## config.mk

```make
export PLATFORM = sky130hd
export DESIGN_NAME = vending_sequencer_flat
export DESIGN_NICKNAME = d
export VERILOG_FILES = /design/src/rtl/vending_if.sv /design/src/rtl/vending_sequencer.sv /design/src/flat_wrapper.sv
export SDC_FILE = /design/constraint.sdc
export NUM_CORES = 1
export LEC_CHECK = 0
export ABC_AREA = 1
export CORE_ASPECT_RATIO = 1.1
export CORE_MARGIN = 5
export CORE_UTILIZATION = 35
export DETAILED_ROUTE_END_ITERATION = 8
export PLACE_DENSITY_LB_ADDON = 0.12
export SYNTH_ARGS = -nofsm -noshare
export SYNTH_HDL_FRONTEND = slang
export SYNTH_SLANG_ARGS = --single-unit
```

## constraint.sdc

```tcl
create_clock -name clk -period 4.15 [get_ports clk]
set_input_delay 0.83 -clock clk [delete_from_list [all_inputs] [get_ports clk]]
set_output_delay 0.83 -clock clk [all_outputs]
set_load 0.1 [all_outputs]
```

## src/rtl/vending_if.sv

```systemverilog
// Pin-level handshake and status bundle of the vending controller.
// The master modport drives strobes and the slave modport drives the registered outputs.
interface vending_if;
    logic       ena;
    logic [1:0] coin;
    logic       coin_stb;
    logic [1:0] sel;
    logic       sel_stb;
    logic       cancel;
    logic       refill;

    logic [1:0] producto;
    logic       dispense;
    logic       change_pulse;
    logic       listo;
    logic       reject;
    logic       err;
    logic [3:0] credit;
    logic       busy;
    logic [3:0] empty;

    modport master (
        output ena, coin, coin_stb, sel, sel_stb, cancel, refill,
        input  producto, dispense, change_pulse, listo, reject, err, credit, busy, empty
    );

    modport slave (
        input  ena, coin, coin_stb, sel, sel_stb, cancel, refill,
        output producto, dispense, change_pulse, listo, reject, err, credit, busy, empty
    );
endinterface

```

## src/rtl/vending_sequencer.sv

```systemverilog
// Vending controller: coin/credit accounting, selection, tick-timed dispense and change return.
// All timing runs off a tick enable derived from the system clock.
module vending_sequencer #(
    parameter int TICK_DIV       = 16,
    parameter int DISPENSE_TICKS = 4,
    parameter int STOCK_INIT     = 3
) (
    input  logic      clk,
    input  logic      rst_n,
    vending_if.slave  bus
);
    localparam int PW = (TICK_DIV > 1) ? $clog2(TICK_DIV) : 1;
    localparam int DW = (DISPENSE_TICKS > 1) ? $clog2(DISPENSE_TICKS) : 1;

    typedef enum logic [1:0] {IDLE, VEND, CHANGE, DONE} state_t;

    state_t        state;
    logic [PW-1:0] presc;
    logic          tick;
    logic [DW-1:0] disp_cnt;
    logic [2:0]    stock [4];

    logic [1:0] producto;
    logic       dispense;
    logic       change_pulse;
    logic       listo;
    logic       reject;
    logic       err;
    logic [3:0] credit;
    logic       busy;
    logic [3:0] empty;

    logic       coin_valid;
    logic [4:0] coin_sum;
    logic [3:0] price;
    logic       sel_ok;

    // NOTE: sequential state uses non-blocking assignments so every register samples pre-edge values.
    always_ff @(posedge clk or negedge rst_n) begin
        if (!rst_n) begin
            presc <= '0;
        end else if (tick) begin
            presc <= '0;
        end else begin
            presc <= presc + 1'b1;
        end
    end

    assign tick       = (presc == PW'(TICK_DIV - 1));
    assign coin_valid = bus.coin_stb && (bus.coin != 2'b00);
    // Coin codes 01/10/11 are worth 2/3/4 units, i.e. code + 1.
    assign coin_sum   = {1'b0, credit} + {3'b000, bus.coin} + 5'd1;
    assign price      = {2'b00, bus.sel} + 4'd3;
    assign sel_ok     = (credit >= price) && (stock[bus.sel] != 3'd0);

    // NOTE: the 4-entry stock array is reset explicitly because it is controller state, not bulk storage.
    always_ff @(posedge clk or negedge rst_n) begin
        if (!rst_n) begin
            state        <= IDLE;
            disp_cnt     <= '0;
            for (int i = 0; i < 4; i++) stock[i] <= 3'(STOCK_INIT);
            producto     <= 2'b00;
            dispense     <= 1'b0;
            change_pulse <= 1'b0;
            listo        <= 1'b0;
            reject       <= 1'b0;
            err          <= 1'b0;
            credit       <= 4'd0;
            busy         <= 1'b0;
            empty        <= 4'b0000;
        end else begin
            reject <= 1'b0;
            err    <= 1'b0;
            listo  <= 1'b0;

            // Coins arriving mid-transaction are bounced back to the customer.
            if (bus.ena && coin_valid && state != IDLE) reject <= 1'b1;

            case (state)
                IDLE: begin
                    if (bus.ena) begin
                        if (bus.refill) begin
                            for (int i = 0; i < 4; i++) stock[i] <= 3'(STOCK_INIT);
                            empty <= 4'b0000;
                        end else if (bus.cancel) begin
                            if (credit != 4'd0) begin
                                state <= CHANGE;
                                busy  <= 1'b1;
                            end
                        end else if (bus.sel_stb) begin
                            if (sel_ok) begin
                                credit          <= credit - price;
                                stock[bus.sel]  <= stock[bus.sel] - 3'd1;
                                empty[bus.sel]  <= (stock[bus.sel] == 3'd1);
                                producto        <= bus.sel;
                                dispense        <= 1'b1;
                                disp_cnt        <= '0;
                                state           <= VEND;
                                busy            <= 1'b1;
                            end else begin
                                err <= 1'b1;
                            end
                        end else if (coin_valid) begin
                            if (coin_sum <= 5'd15) credit <= coin_sum[3:0];
                            else                   reject <= 1'b1;
                        end
                        // A valid coin pre-empted by a higher-priority strobe is refused.
                        if (coin_valid && (bus.refill || bus.cancel || bus.sel_stb)) reject <= 1'b1;
                    end
                end

                VEND: begin
                    if (tick) begin
                        if (disp_cnt == DW'(DISPENSE_TICKS - 1)) begin
                            dispense <= 1'b0;
                            if (credit != 4'd0) begin
                                state <= CHANGE;
                            end else begin
                                state <= DONE;
                                listo <= 1'b1;
                            end
                        end else begin
                            disp_cnt <= disp_cnt + 1'b1;
                        end
                    end
                end

                CHANGE: begin
                    if (credit == 4'd0 && !change_pulse) begin
                        state <= DONE;
                        listo <= 1'b1;
                    end else if (tick) begin
                        change_pulse <= ~change_pulse;
                        if (change_pulse) credit <= credit - 4'd1;
                    end
                end

                DONE: begin
                    state <= IDLE;
                    busy  <= 1'b0;
                end

                default: state <= IDLE;
            endcase
        end
    end

    assign bus.producto     = producto;
    assign bus.dispense     = dispense;
    assign bus.change_pulse = change_pulse;
    assign bus.listo        = listo;
    assign bus.reject       = reject;
    assign bus.err          = err;
    assign bus.credit       = credit;
    assign bus.busy         = busy;
    assign bus.empty        = empty;
endmodule

```

## src/flat_wrapper.sv

```systemverilog
// flat-port wrapper written by rule: the top's interface ports become plain ports
module vending_sequencer_flat 
#(
    parameter int TICK_DIV       = 16,
    parameter int DISPENSE_TICKS = 4,
    parameter int STOCK_INIT     = 3
)
  (clk, rst_n, bus_ena, bus_coin, bus_coin_stb, bus_sel, bus_sel_stb, bus_cancel, bus_refill, bus_producto, bus_dispense, bus_change_pulse, bus_listo, bus_reject, bus_err, bus_credit, bus_busy, bus_empty);
  vending_if bus_i ();
  input  logic clk;
  input  logic rst_n;
  input wire logic [$bits(bus_i.ena)-1:0] bus_ena;
  input wire logic [$bits(bus_i.coin)-1:0] bus_coin;
  input wire logic [$bits(bus_i.coin_stb)-1:0] bus_coin_stb;
  input wire logic [$bits(bus_i.sel)-1:0] bus_sel;
  input wire logic [$bits(bus_i.sel_stb)-1:0] bus_sel_stb;
  input wire logic [$bits(bus_i.cancel)-1:0] bus_cancel;
  input wire logic [$bits(bus_i.refill)-1:0] bus_refill;
  output wire logic [$bits(bus_i.producto)-1:0] bus_producto;
  output wire logic [$bits(bus_i.dispense)-1:0] bus_dispense;
  output wire logic [$bits(bus_i.change_pulse)-1:0] bus_change_pulse;
  output wire logic [$bits(bus_i.listo)-1:0] bus_listo;
  output wire logic [$bits(bus_i.reject)-1:0] bus_reject;
  output wire logic [$bits(bus_i.err)-1:0] bus_err;
  output wire logic [$bits(bus_i.credit)-1:0] bus_credit;
  output wire logic [$bits(bus_i.busy)-1:0] bus_busy;
  output wire logic [$bits(bus_i.empty)-1:0] bus_empty;
  assign bus_i.ena = bus_ena;
  assign bus_i.coin = bus_coin;
  assign bus_i.coin_stb = bus_coin_stb;
  assign bus_i.sel = bus_sel;
  assign bus_i.sel_stb = bus_sel_stb;
  assign bus_i.cancel = bus_cancel;
  assign bus_i.refill = bus_refill;
  assign bus_producto = bus_i.producto;
  assign bus_dispense = bus_i.dispense;
  assign bus_change_pulse = bus_i.change_pulse;
  assign bus_listo = bus_i.listo;
  assign bus_reject = bus_i.reject;
  assign bus_err = bus_i.err;
  assign bus_credit = bus_i.credit;
  assign bus_busy = bus_i.busy;
  assign bus_empty = bus_i.empty;
  vending_sequencer #(.TICK_DIV(TICK_DIV), .DISPENSE_TICKS(DISPENSE_TICKS), .STOCK_INIT(STOCK_INIT)) u_core (.clk(clk), .rst_n(rst_n), .bus(bus_i));
endmodule
```

# Word level (Yosys, flattened, before mapping)
# Index checks and enable logic that the tools add are counted.
[classes] reduce_logical=30 div_mod_pow=0 addsub=8 bitwise=5 eq_ne=25 mux=81 multipliers=0 magnitude_cmp=6 shift=0
[op_table] operator="two-way mux 4 bit" count=15
[op_table] operator="two-way mux 12 bit" count=4
[op_table] operator="two-way mux 1 bit" count=32
[op_table] operator="two-way mux 2 bit" count=16
[op_table] operator="AND reduction 8 bit" count=3
[op_table] operator="!= test 3 x 2 -> 1 bit, second input constant" count=5
[op_table] operator="!= test 2 x 1 -> 1 bit, second input constant" count=7
[op_table] operator="nonzero test 2 bit" count=7
[op_table] operator="bitwise mux 12 bit" count=1
[op_table] operator="!= test 2 bit, second input constant" count=6
[op_table] operator="AND reduction 6 bit" count=2
[op_table] operator="AND reduction 10 bit" count=1
[op_table] operator="two-way mux 3 bit" count=3
[op_table] operator="logical AND 1 bit" count=8
[op_table] operator="one-hot mux 2 bit (4 select lines)" count=1
[op_table] operator="one-hot mux 4 bit (2 select lines)" count=1
[op_table] operator="binary-select mux 3 bit (select 2 bit)" count=1
[op_table] operator="demux 3 bit (select 2 bit)" count=1
[op_table] operator="== test 2 bit, second input constant" count=3
[op_table] operator="one-hot mux 1 bit (2 select lines)" count=3
[op_table] operator="adder 4 x 2 -> 5 bit" count=1
[op_table] operator="adder 5 x 1 -> 5 bit, second input constant" count=1
[op_table] operator="<= comparator 5 x 4 -> 1 bit, second input constant" count=1
[op_table] operator="AND reduction 5 bit" count=1
[op_table] operator="27 further kinds" count=31
[totals] word_cells=171 output_inout_bits=16 ram_bits=0 ff_bits=36 memories=0 inputBits=11 latch_bits=0 rom_bits=0

# Depth between registers and ports, before layout
[logic_depth] word_depth=13 mapped_depth=13 mapped_depth_nobuf=13

# Worst setup path before layout
# Ideal clock, no wire load.
[synth_timing] path_kind="reg2reg" start="register u_core.credit[0], in the netlist u_core.bus.credit[0]" end="register u_core.empty[0], in the netlist u_core.bus.empty[0]" path_buffers=1 arrival_time_ns=2.591 t_required_ns=4.028 path_slack_ns=1.437 path_stages_with_launch=13 cell_sequence="dfrtp_1 -> inv_1 -> ha_1 -> fa_1 -> inv_1 -> nand2_1 -> nand4_1 -> nand4_2 -> nand2_2 -> buf_6 -> nand3_4 -> nand2_1 -> nand2_1"
[synth_via] elab_chain_len=4
[synth_rtl] item="start: declaration" line_no="vending_sequencer.sv:29" source="logic [3:0] credit;"
[synth_rtl] item="start signal: assignment" line_no="vending_sequencer.sv:92" source="credit <= credit - price;"
[synth_rtl] item="start signal: assignment" line_no="vending_sequencer.sv:104" source="if (coin_sum <= 5'd15) credit <= coin_sum[3:0];"
[synth_rtl] item="start signal: assignment" line_no="vending_sequencer.sv:134" source="if (change_pulse) credit <= credit - 4'd1;"
[synth_rtl] item="greater-or-equal comparator 4 bit" line_no="vending_sequencer.sv:54" source="assign sel_ok = (credit >= price) && (stock[bus.sel] != 3'd0);"
[synth_rtl] item="logical AND 1 bit" line_no="vending_sequencer.sv:54"
[synth_rtl] item="nonzero test 2 bit (no line)"
[synth_rtl] item="AND reduction 5 bit (no line)"
[synth_rtl] item="end signal: indexed assignment" line_no="vending_sequencer.sv:94" source="empty[bus.sel] <= (stock[bus.sel] == 3'd1);"
[synth_rtl] item="end: declaration" line_no="vending_sequencer.sv:31" source="logic [3:0] empty;"
# Every way passes these cells.
# A chain may end at the register's enable or synchronous reset.

# Worst setup path after layout
[layout_timing] start="input bus_sel[1]" end="register u_core.stock[5] (netlist name)"
[layout_via] elab_chain_len=10
[layout_rtl] item="start: declaration" line_no="flat_wrapper.sv:15" source="input wire logic [$bits(bus_i.sel)-1:0] bus_sel;"
[layout_rtl] item="inverter 2 -> 3 bit (not written as such)" line_no="vending_sequencer.sv:54, vending_sequencer.sv:93"
[layout_rtl] item="binary-select mux 3 bit (select 2 bit) (tied with other cells)" line_no="vending_sequencer.sv:54, vending_sequencer.sv:93"
[layout_rtl] item="two-way mux 3 bit (not written as such) / logical AND 1 bit (equally long branches)" line_no="vending_sequencer.sv:54, vending_sequencer.sv:93"
[layout_rtl] item="two-way mux 3 bit, on equally long branches" line_no="vending_sequencer.sv:54, vending_sequencer.sv:93"
[layout_rtl] item="subtractor 3 x 1 -> 3 bit / demux 3 bit (select 2 bit) (equally long branches)" line_no="vending_sequencer.sv:93" source="stock[bus.sel] <= stock[bus.sel] - 3'd1;"
[layout_rtl] item="bitwise mux 12 bit" line_no="vending_sequencer.sv:93"
[layout_rtl] item="two-way mux 12 bit" line_no="vending_sequencer.sv:91" source="if (sel_ok) begin"
[layout_rtl] item="two-way mux 12 bit" line_no="vending_sequencer.sv:90" source="end else if (bus.sel_stb) begin"
[layout_rtl] item="two-way mux 12 bit" line_no="vending_sequencer.sv:85" source="end else if (bus.cancel) begin"
[layout_rtl] item="two-way mux 12 bit" line_no="vending_sequencer.sv:82" source="if (bus.refill) begin"
[layout_rtl] item="end signal: indexed assignment" line_no="vending_sequencer.sv:93"
[layout_rtl] item="end: declaration" line_no="vending_sequencer.sv:21" source="logic [2:0] stock [4];"
# Parallel ways exist; a longest one is shown, timed or not. The select of a mux whose other input is x is not followed.

==> flow_metrics.env <==
export IMPL_cp_end_kind="register"
export IMPL_setup_viol_count_final=0
export IMPL_cts_resized_gates=0
export IMPL_synth_seq_cells=36
export IMPL_start_util_pct=35.4
export IMPL_cp_slowest_cell="clkdlybuf4s50_1"
export IMPL_drt_iter0_markers=76
export IMPL_clk_pin_slew_ns=0.07
export IMPL_antenna_found_initial=0
export IMPL_crit_chain="clkdlybuf4s50_1, bufinv_8, ha_1, inv_1, fa_1, inv_1, nand2_1, nand4_1, nand4_2, nand2_2, nand3_4, nand2_1, nand2_1"
export IMPL_drtAntennaViolNets=0
export IMPL_cts_tree="built"
export IMPL_power_density_mw_per_mm2=730
export IMPL_core_mm2=0.00693
export IMPL_htreeDepth=2
export IMPL_met3_usage_pct=2.40
export IMPL_syn_to_final_growth_pct=19.3
export IMPL_clk_path_buf_depth=2
export IMPL_vias_per_cell=4.92
export IMPL_drc=0
export IMPL_synth_compound_area_share_pct=7.26
export IMPL_synth_top_area_share_pct=28.6
export IMPL_grt_max_degree=37
export IMPL_routabilityCongestion=0.824
export IMPL_layout_commonest_cell="nand2_1"
export IMPL_grt_util_met1_pct=16.1
export IMPL_yosysWarnings=0
export IMPL_relSlewSlack_pct=35.1
export IMPL_place_area_mm2=0.00280
export IMPL_root_buffer="clkbuf_8"
export IMPL_maxCapViolCount=0
export IMPL_fin_util_pct=42.2
export IMPL_gr_max_usage_layer="met2"
export IMPL_hold_violations=0
export IMPL_clock_latency_ns=0.28
export IMPL_dr_total_vias=2095
export IMPL_p_leak_uw=0.00143
export IMPL_critPathRequiredTime_ns=4.32
export IMPL_nFillCells=737
export IMPL_min_period_ns=3.31
export IMPL_diodes=0
export IMPL_grt_pass1_vias=2079
export IMPL_tightest_slew_ns=0.970
export IMPL_drt_wl_total_um=5660
export IMPL_synth_top_area_cell="dfrtp_1"
export IMPL_final_cell_mix="nand2_1, inv_1, dfrtp_1, clkdlybuf4s50_1, nand4_1"
export IMPL_slew_violations=0
export IMPL_hold_path_class="reg2reg"
export IMPL_fin_crit_sh_pct=79.8
export IMPL_dp_hpwl_um=4340
export IMPL_postSynthAreaPerCell_um2=7.90
export IMPL_worst_path_max_fanout=20
export IMPL_die_area_mm2=0.00877
export IMPL_portBuffers=26
export IMPL_muxShareOfSynthArea_pct=0
export IMPL_worstSetupPathType="in2reg"
export IMPL_numCtsBuffers=5
export IMPL_wl_per_cell_um=13.3
export IMPL_synth_cell_types=35
export IMPL_die_w_um=89.8
export IMPL_synthAdderAreaFrac_pct=11.3
export IMPL_finalPower_uw=2130
export IMPL_grt_pass1_wl_um=9640
export IMPL_crit_top_cell="nand2_1"
export IMPL_io_pins=27
export IMPL_rsz0062_at_grt="no"
export IMPL_synth_edf_count=0
export IMPL_syn_nets=342
export IMPL_clock_skew_ns=0.00362
export IMPL_ys_flop_type="dfrtp_1"
export IMPL_grt_use_met2_pct=23.3
export IMPL_setup_tns_ns=0
export IMPL_cts_hold_buffers=0
export IMPL_yosys_area_share_simple_pct=35.3
export IMPL_mappedNetlistArea_mm2=0.00245
export IMPL_firstDrtPassIters=4
export IMPL_startpoint_type="input pin"
export IMPL_status="finished, final reports clean"
export IMPL_fmax_ghz=0.302
export IMPL_yosys_area_share_xor_xnor_pct=1.43
export IMPL_drive_above_1_share_pct=12.6
export IMPL_post_cts_setup_buffers=0
export IMPL_synthArstFlopShare_pct=100
export IMPL_ir_worst_vdd_mv=0.351
export IMPL_ys_top_cells_by_area="dfrtp_1, nand2_1, ha_1, dfstp_2, nand4_1"
export IMPL_grt_usage_pct=13.2
export IMPL_max_stage_delay_ns=0.57
export IMPL_cp_arrival_ns=3.48
export IMPL_dieHeight_um=97.7
export IMPL_synth_top_family_by_area="simple AND/OR/NAND/NOR gates"
export IMPL_whs_ns=0.464
export IMPL_rows=32
export IMPL_numClockSinks=36
export IMPL_overflow=0
export IMPL_syn_inst=310
export IMPL_ys_seq_area_share_pct=37.2
export IMPL_fin_nets=372
export IMPL_final_area_mm2=0.00292
## Yosys cell counts, types with 5 or more instances
master,n
inv_2,5
a21oi_1,6
nand2_1,99
o21ai_1,8
nand3_1,18
dfrtp_1,28
inv_1,30
dfstp_2,8
ha_1,19
nand4_1,22
nor2_1,17
o21ai_0,12
## state kept, by name, indices dropped and copies added (netlist names)
register / flops
u_core.bus.change_pulse: 1
u_core.bus.empty: 4
u_core.stock: 12
u_core.bus.busy: 1
u_core.bus.credit: 4
u_core.disp_cnt: 2
u_core.bus.producto: 2
u_core.bus.err: 1
u_core.bus.dispense: 1
u_core.presc: 4
u_core.state: 2
u_core.bus.listo: 1
u_core.bus.reject: 1
## per-stage QoR
step	std cells	setup slack, ns
2_1_floorplan	310	1.44
6_report	426	0.838
3_3_place_gp	418	0.577
4_1_cts	426	0.817
5_1_grt	426	0.594
3_5_place_dp	418	0.534
## worst paths after layout
| check | start | to | slack, ns | cells past startpoint |
|---|---|---|---|---|
| setup reg to reg | u_core.bus.credit[0]$_DFFE_PN0P_ | u_core.stock[5]$_DFFE_PN0P_ | 1.85 | 11 |
| max in group asynchronous | rst_n | u_core.presc[2]$_DFF_PN0_ | 2.98 | 1 |
| min in group asynchronous | rst_n | u_core.bus.producto[1]$_DFFE_PN0P_ | 0.65 | 1 |
| setup / recovery | bus_sel[1] | u_core.stock[5]$_DFFE_PN0P_ | 0.84 | 13 |
| hold reg to reg | u_core.stock[6]$_DFFE_PN1P_ | u_core.stock[6]$_DFFE_PN1P_ | 0.46 | 2 |
| hold / removal | u_core.stock[6]$_DFFE_PN1P_ | u_core.stock[6]$_DFFE_PN1P_ | 0.46 | 2 |
## area by class of cell
| type | count | area, um2 | share of cell area [%] |
|---|---|---|---|
| sequential | 36 | 911 | 31.2 |
| tap | 85 | 106 | 3.64 |
| clock buffer | 7 | 96.3 | 3.30 |
| inverter | 37 | 153 | 5.22 |
| clock inverter | 1 | 30.0 | 1.03 |
| multi-input combinational | 232 | 1360 | 46.4 |
| timing repair buffer | 28 | 270 | 9.25 |
## kinds of logic after synthesis
group / Yosys count
and+or+nand+nor: 175
xor gates and xnor gates: 4
AOI/OAI and AO/OA: 32
adders and majority gates: 21
DFF: 36
buffers and inverters: 42
## worst max-delay path, delay by kind of cell
| kind | cells | cell delay [ns] |
|---|---|---|
| simple gates | 7 | 1.00 |
| buf+inv | 4 | 0.96 |
| fa+ha+maj | 2 | 0.68 |
## where the power goes
group	switching (uW)	total, uW	leakage [uW]	internal [uW]
Clock	125	337	0.0000645	212
Sequential	87.5	578	0.000448	490
Combinational	860	1220	0.000919	357
Total	1070	2130	0.00143	1060
## per-layer routing
layer  wire length (um)  share of wire, %  up-vias
met5                  0                 0        -
met4                 70               1.2        0
met3                138               2.4        6
met2               2920                51       29
met1               2540                45      978
li1                   -                 -     1082
(Power assumes the default switching activity.)
